--- src/rtl/pe_grid_pkg.sv ---
// Shared definitions for the PE grid feed path.
//   feed_state_t : sequencer state encoding
//   GRID_ROWS / GRID_COLS / FP16_W : geometry of PE_Grid_12x14 and operand width
//   cfg_legal()  : start-time configuration check
package pe_grid_pkg;

    localparam int GRID_ROWS = 12;
    localparam int GRID_COLS = 14;
    localparam int FP16_W    = 16;

    typedef enum logic [1:0] {
        IDLE,
        ISSUE,
        FLUSH,
        DRAIN
    } feed_state_t;

    // A job needs at least one pass and at least one lane, and no more
    // lanes than the grid has rows.
    function automatic logic cfg_legal(input logic [3:0] outer,
                                       input logic [3:0] inner,
                                       input logic [3:0] max_lane);
        return (outer != 4'd0) && (inner != 4'd0) && (inner <= max_lane);
    endfunction

endpackage

--- src/rtl/pe_feed_addr_gen.sv ---
// Pass/lane counters and buffer address generation for the feed sequencer.
//   clk, rst            : clock, synchronous active-high reset
//   load                : latch cfg and bases, clear counters (job accepted)
//   step                : one element was issued this cycle; advance
//   cfg_outer/cfg_inner : passes and lanes per pass
//   img_base/wgt_base   : buffer base addresses
//   img_addr/wgt_addr   : registered read addresses for the current element
//   col                 : lane index c of the current element
//   last                : current element is the final one of the job
module pe_feed_addr_gen #(
    parameter int ADDR_W = 10
) (
    input  logic              clk,
    input  logic              rst,
    input  logic              load,
    input  logic              step,
    input  logic [3:0]        cfg_outer,
    input  logic [3:0]        cfg_inner,
    input  logic [ADDR_W-1:0] img_base,
    input  logic [ADDR_W-1:0] wgt_base,
    output logic [ADDR_W-1:0] img_addr,
    output logic [ADDR_W-1:0] wgt_addr,
    output logic [3:0]        col,
    output logic              last
);

    logic [3:0] outer_q;
    logic [3:0] inner_q;
    logic [3:0] t_q;
    logic [3:0] c_q;

    // Element index t*inner+c grows by exactly one per issued element, so a
    // running address replaces the multiply; ADDR_W overflow gives the wrap.
    always_ff @(posedge clk) begin
        if (rst) begin
            outer_q  <= '0;
            inner_q  <= '0;
            t_q      <= '0;
            c_q      <= '0;
            img_addr <= '0;
            wgt_addr <= '0;
        end else if (load) begin
            outer_q  <= cfg_outer;
            inner_q  <= cfg_inner;
            t_q      <= '0;
            c_q      <= '0;
            img_addr <= img_base;
            wgt_addr <= wgt_base;
        end else if (step && !last) begin
            img_addr <= img_addr + ADDR_W'(1);
            wgt_addr <= wgt_addr + ADDR_W'(1);
            if (c_q == inner_q - 4'd1) begin
                c_q <= '0;
                t_q <= t_q + 4'd1;
            end else begin
                c_q <= c_q + 4'd1;
            end
        end
    end

    assign col  = c_q;
    assign last = (t_q == outer_q - 4'd1) && (c_q == inner_q - 4'd1);

endmodule

--- src/rtl/pe_grid_feed_ctrl.sv ---
// Feed sequencer: streams image and kernel operands from two buffers with
// 1-cycle synchronous reads onto the x/y multicast buses of PE_Grid_12x14,
// then waits a programmable drain interval before pulsing done.
//   start, cfg_*                  : job request and configuration (latched on accept)
//   img_rd_en/addr, img_rd_data   : image buffer read port
//   wgt_rd_en/addr, wgt_rd_data   : kernel buffer read port
//   image_val_in, tag_col, valid_x: grid x bus
//   weight_val_in, tag_row, valid_y: grid y bus
//   busy, done, cfg_err           : job status
module pe_grid_feed_ctrl
    import pe_grid_pkg::*;
#(
    parameter int DATA_W   = 16,
    parameter int TAG_W    = 4,
    parameter int ADDR_W   = 10,
    parameter int MAX_LANE = GRID_ROWS
) (
    input  logic              clk,
    input  logic              rst,
    input  logic              start,
    input  logic [3:0]        cfg_outer,
    input  logic [3:0]        cfg_inner,
    input  logic [4:0]        cfg_drain,
    input  logic [ADDR_W-1:0] cfg_img_base,
    input  logic [ADDR_W-1:0] cfg_wgt_base,
    output logic              img_rd_en,
    output logic [ADDR_W-1:0] img_rd_addr,
    input  logic [DATA_W-1:0] img_rd_data,
    output logic              wgt_rd_en,
    output logic [ADDR_W-1:0] wgt_rd_addr,
    input  logic [DATA_W-1:0] wgt_rd_data,
    output logic [DATA_W-1:0] image_val_in,
    output logic [TAG_W-1:0]  tag_col,
    output logic              valid_x,
    output logic [DATA_W-1:0] weight_val_in,
    output logic [TAG_W-1:0]  tag_row,
    output logic              valid_y,
    output logic              busy,
    output logic              done,
    output logic              cfg_err
);

    localparam logic [3:0] MAX_LANE_L = 4'(MAX_LANE);

    feed_state_t       state;
    logic              issue_en;
    logic [4:0]        drain_q;
    logic [4:0]        drain_cnt;
    logic              accept;
    logic [3:0]        ag_col;
    logic              ag_last;
    logic              vld_p1;
    logic [TAG_W-1:0]  tag_p1;
    logic [DATA_W-1:0] img_hold;
    logic [DATA_W-1:0] wgt_hold;

    // The done cycle is already IDLE but must not accept a new job.
    assign accept = (state == IDLE) && start && !done &&
                    cfg_legal(cfg_outer, cfg_inner, MAX_LANE_L);

    pe_feed_addr_gen #(
        .ADDR_W (ADDR_W)
    ) u_addr_gen (
        .clk       (clk),
        .rst       (rst),
        .load      (accept),
        .step      (issue_en),
        .cfg_outer (cfg_outer),
        .cfg_inner (cfg_inner),
        .img_base  (cfg_img_base),
        .wgt_base  (cfg_wgt_base),
        .img_addr  (img_rd_addr),
        .wgt_addr  (wgt_rd_addr),
        .col       (ag_col),
        .last      (ag_last)
    );

    always_ff @(posedge clk) begin
        if (rst) begin
            state     <= IDLE;
            issue_en  <= 1'b0;
            busy      <= 1'b0;
            done      <= 1'b0;
            cfg_err   <= 1'b0;
            drain_q   <= '0;
            drain_cnt <= '0;
        end else begin
            done    <= 1'b0;
            cfg_err <= 1'b0;
            case (state)
                IDLE: begin
                    if (accept) begin
                        state    <= ISSUE;
                        issue_en <= 1'b1;
                        busy     <= 1'b1;
                        drain_q  <= cfg_drain;
                    end else if (start && !done) begin
                        cfg_err <= 1'b1;
                    end
                end
                ISSUE: begin
                    if (ag_last) begin
                        issue_en <= 1'b0;
                        state    <= FLUSH;
                    end
                end
                FLUSH: begin
                    // The last element's valid is on the bus this cycle.
                    if (drain_q == 5'd0) begin
                        state <= IDLE;
                        busy  <= 1'b0;
                        done  <= 1'b1;
                    end else begin
                        state     <= DRAIN;
                        drain_cnt <= drain_q;
                    end
                end
                DRAIN: begin
                    drain_cnt <= drain_cnt - 5'd1;
                    if (drain_cnt == 5'd1) begin
                        state <= IDLE;
                        busy  <= 1'b0;
                        done  <= 1'b1;
                    end
                end
                default: state <= IDLE;
            endcase
        end
    end

    // ---- stage p1: bus cycle, one cycle after the read strobe ----
    // The buffer's own output register supplies the operand in the valid
    // cycle; the hold registers keep the bus steady once valid drops.
    always_ff @(posedge clk) begin
        if (rst) begin
            vld_p1   <= 1'b0;
            tag_p1   <= '0;
            img_hold <= '0;
            wgt_hold <= '0;
        end else begin
            vld_p1 <= issue_en;
            if (issue_en) begin
                tag_p1 <= TAG_W'(ag_col);
            end
            if (vld_p1) begin
                img_hold <= img_rd_data;
                wgt_hold <= wgt_rd_data;
            end
        end
    end

    assign img_rd_en     = issue_en;
    assign wgt_rd_en     = issue_en;
    assign valid_x       = vld_p1;
    assign valid_y       = vld_p1;
    assign tag_col       = tag_p1;
    assign tag_row       = tag_p1;
    assign image_val_in  = vld_p1 ? img_rd_data : img_hold;
    assign weight_val_in = vld_p1 ? wgt_rd_data : wgt_hold;

endmodule

--- config.mk ---
export PLATFORM = sky130hd
export DESIGN_NAME = pe_grid_feed_ctrl
export DESIGN_NICKNAME = d
export VERILOG_FILES = /design/src/rtl/pe_grid_pkg.sv /design/src/rtl/pe_feed_addr_gen.sv /design/src/rtl/pe_grid_feed_ctrl.sv
export SDC_FILE = /design/constraint.sdc
export NUM_CORES = 1
export LEC_CHECK = 0
export ABC_AREA = 1
export CAP_MARGIN = 5
export CORE_MARGIN = 1
export CORE_UTILIZATION = 50
export DETAILED_ROUTE_END_ITERATION = 7
export PLACE_DENSITY = 0.93
export SLEW_MARGIN = 20
export SYNTH_ARGS = -nofsm -noshare
export SYNTH_HDL_FRONTEND = slang
export SYNTH_SLANG_ARGS = --single-unit
--- constraint.sdc ---
create_clock -name clk -period 3.15 [get_ports clk]
set_clock_uncertainty 0.1 [all_clocks]
set_input_delay 0.7875 -clock clk [delete_from_list [all_inputs] [get_ports clk]]
set_output_delay 0.7875 -clock clk [all_outputs]
set_load 0.05 [all_outputs]
==> impl_results.md <==
- Status: complete, no violations
- Max-Cap Viols: 0
- Setup Fix Bufs, Post-CTS: 0
- Clock-pin slew on the worst setup and hold paths: ~0.08 ns
- PortBufs: 134
- Post-CTS sizing: 0
- CP endpoint kind: output port
- Grt total ovfl: 0
- Drt pass-1 iters: 7
- Final net count: between 800 and 900
- DR WL met3: between 500 and 600 um
- Cells after Synth: around 640
- Setup TNS Final: 0 ns
- Final setup viols: 0
- Mapped cell area: between 4000 and 5000 um^2
- Initial Utilization: 52.49%
- Crit-path leading delay family: buffers and inverters
- Wire length per cell: roughly 13 um
- Met2 Wirelength: 5511 um
- Hold_ws: approximately 0.37 ns
- NetSw: about 1.8 mW
- WS Path Type: reg2out
- Largest net degree at the start of global routing: 36
- RePlAce Congestion: between 0.8 and 0.9
- CTS tree: yes
- FILL cells: around 700
- Part of the power in the clock network: between 15 and 20%
- CTS sink cnt: slightly below 90
- Slowest CP cell: inv_1
- WP buf/inv: 2
- Iteration-0 DRC Markers: between 150 and 200
- Setup ws final: between 0.4 and 0.5 ns
- Uppermost layer routed: met4
- Cell internal pwr: about 2.2 mW
- Top cell by count, worst path: nand2_1
- DRT Wirelength: about 11000 um
- Pwr Total: slightly below 4 mW
- Vias in the first global route: roughly 4100
- Pins over their slew limit: 0
- CP max stage delay: ~0.64 ns
- All-Layer GR Usage: between 20% and 30%
- Pre-CTS setup slack: between 0.3 and 0.4 ns
- Root Buffer: clkbuf_8
- Sequential cell area: 1782 um^2
- Worst slew margin relative to its limit: between 40% and 50%
- Via count: 4512
- Top cell type's share of synthesized area: 40.50%
- Hpwl dp: approximately 8200 um
- Minimum clock period: roughly 2.7 ns
- DRT met1 WL: 4838 um
- Worst hold-check path type: reg2reg
- Initial antenna violation count: 0
- Layout cells sized above 1: 10.31%
- DIE AREA: 9178 um^2
- Crit share post-route: between 80% and 90%
- Seq pwr share: 36.1%
- Die W: about 96 um
- RSZ-0062 raised after global routing: false
- Area added between synthesis and finish: 32.31%
- Final Hold Viols: 0
- Clock latency on the worst-skew pair: approximately 0.35 ns
- First-pass GRT wire length: roughly 17000 um
- Row Count: 33
- I/O Pins: 135
- Distinct cells, synth: 33
- Via-to-Cell Ratio: 5.180
- Max frequency: 370.1 MHz
- Startpoint types: flip-flop
- Crit path required time: 2.26 ns
- Syn Nets: approximately 700
- Core area: roughly 8400 um^2
- DRC viols: 0
- PwrDens: slightly below 700 nW/um^2
- H-tree levels: 3
- Comb pwr share: between 40% and 50%
- Worst slew pin tran: 0.8870 ns
- Synth Area per Inst: between 6 and 7 um^2
- Antenna viol nets, final: 0
- Ant diodes: 0
- Post-synthesis sequential area ratio: approximately two fifths
- Critical path arrival: approximately 1.8 ns
- Num CTS Buffers: 9
- Max clock buf depth: 2
- Worst-path cell chain: inv_1 > nand2_1 > nand2_1 > buf_4
- Footprint of the multi-input gates: roughly 2200 um^2
- Worst VDD drop: ~0.00047 V
- Cell accounting for the most synthesized area: dfxtp_1
- Seq cells post-synth: 89
- Die height: between 90 and 100 um
- Sw Ratio: between 40% and 50%
- Pleak: around 2.5 nW
- Hold-fix buffers at CTS: 0
- Synth warn: 0
- Crit Path Max Fanout: 32
- Synth top area cells: dfxtp_1, nand2_1, a21oi_1
kinds of logic after synthesis:
logic type	synth area share [%]
compound gates	13.34
xor+xnor	2.588
fa+ha+maj	2.275
buf+inv	8.902
flops	40.50
simple gates	32.39
final cells by class:
type | count | share of cell area, %
tap | 105 | 2.257
clock inverter | 7 | 0.9458
timing repair buffer | 140 | 22.27
multi-input combinational | 466 | 38.24
inverter | 55 | 3.547
clock buffer | 9 | 2.128
sequential | 89 | 30.61
cells in the mapped netlist, drive strengths merged:
cell type / count
o21ai: 29
nor4: 1
a31oi: 1
buf: 18
dfxtp: 89
nor2: 31
clkinv: 1
o21a: 1
nand3b: 2
xnor2: 6
clkbuf: 15
a21oi: 68
ha: 8
nand3: 54
o211ai: 3
o22ai: 8
nand2: 230
nor3: 3
nand4: 12
inv: 54
o21bai: 2
xor2: 7
metal layers:
layer / track usage [%] / up-vias
li1: - / 2315
met3: 5.450 / 15
met5: 0 / -
met2: 43.99 / 150
met1: 27.59 / 2032
met4: 7.960 / 0
state kept, by name, indices dropped and copies added (netlist names):
name	count
tag_col	4
img_rd_en	1
done	1
u_addr_gen.t_q	4
state	2
cfg_err	1
u_addr_gen.inner_q	4
drain_cnt	5
valid_x	1
u_addr_gen.col	4
u_addr_gen.img_addr	10
drain_q	5
u_addr_gen.wgt_addr	10
wgt_hold	16
img_hold	16
u_addr_gen.outer_q	4
busy	1
path summary, 6_finish.rpt:
| kind | startpoint | endpoint | slack (ns) | cells past startpoint |
|---|---|---|---|---|
| max reg2reg | u_addr_gen.inner_q[0] | u_addr_gen.wgt_addr[2] | 0.80 | 14 |
| min reg2reg | busy | busy | 0.37 | 2 |
| max | valid_x | weight_val_in[4] | 0.45 | 4 |
| min | busy | busy | 0.37 | 2 |
worst register-to-register path: cells and delay by family, from the launching register on:
family	cells	cell delay, ns
and+or+nand+nor	9	1.08
DFF	1	0.37
buffers and inverters	3	0.31
adders and majority gates	1	0.30
AOI/OAI and AO/OA	1	0.06
cells in the final DEF, fill, tap and decap left out, types with 2 or more instances in the layout:
| cell | instances |
|---|---|
| inv_6 | 2 |
| a21oi_1 | 68 |
| dfxtp_1 | 89 |
| o211ai_1 | 3 |
| clkdlybuf4s50_1 | 99 |
| inv_2 | 11 |
| nand2_4 | 2 |
| o21ai_0 | 28 |
| nor2_2 | 3 |
| nand2_1 | 226 |
| nand2_2 | 2 |
| nor2_4 | 2 |
| o21bai_1 | 2 |
| clkbuf_8 | 9 |
| xnor2_1 | 6 |
| buf_4 | 40 |
| nand3b_1 | 2 |
| o22ai_1 | 8 |
| clkinvlp_4 | 2 |
| ha_1 | 8 |
| xor2_1 | 7 |
| nand3_1 | 53 |
| clkinv_4 | 2 |
| inv_1 | 43 |
| nor3_1 | 3 |
| nor2_1 | 25 |
| nand4_1 | 12 |
metrics by stage:
stage | cells | utilization [%] | area (um^2)
6_report | 871 | 69.44 | 5821
5_1_grt | 871 | 69.44 | 5821
4_1_cts | 871 | 69.44 | 5821
3_5_place_dp | 855 | 67.31 | 5642
3_3_place_gp | 855 | 67.31 | 5642
2_1_floorplan | 643 | - | 4399
power by group through the flow:
stage               clock network (mW)  registers, mW  logic, mW
floorplan                            0           1.67       1.09
global placement                     0           1.44       1.76
detailed placement                   0           1.45       1.81
CTS                              0.722           1.42       1.82
global route                     0.766           1.45       1.97
finish                           0.705           1.43       1.82
No activity file was read; power rests on OpenSTA's default activity.
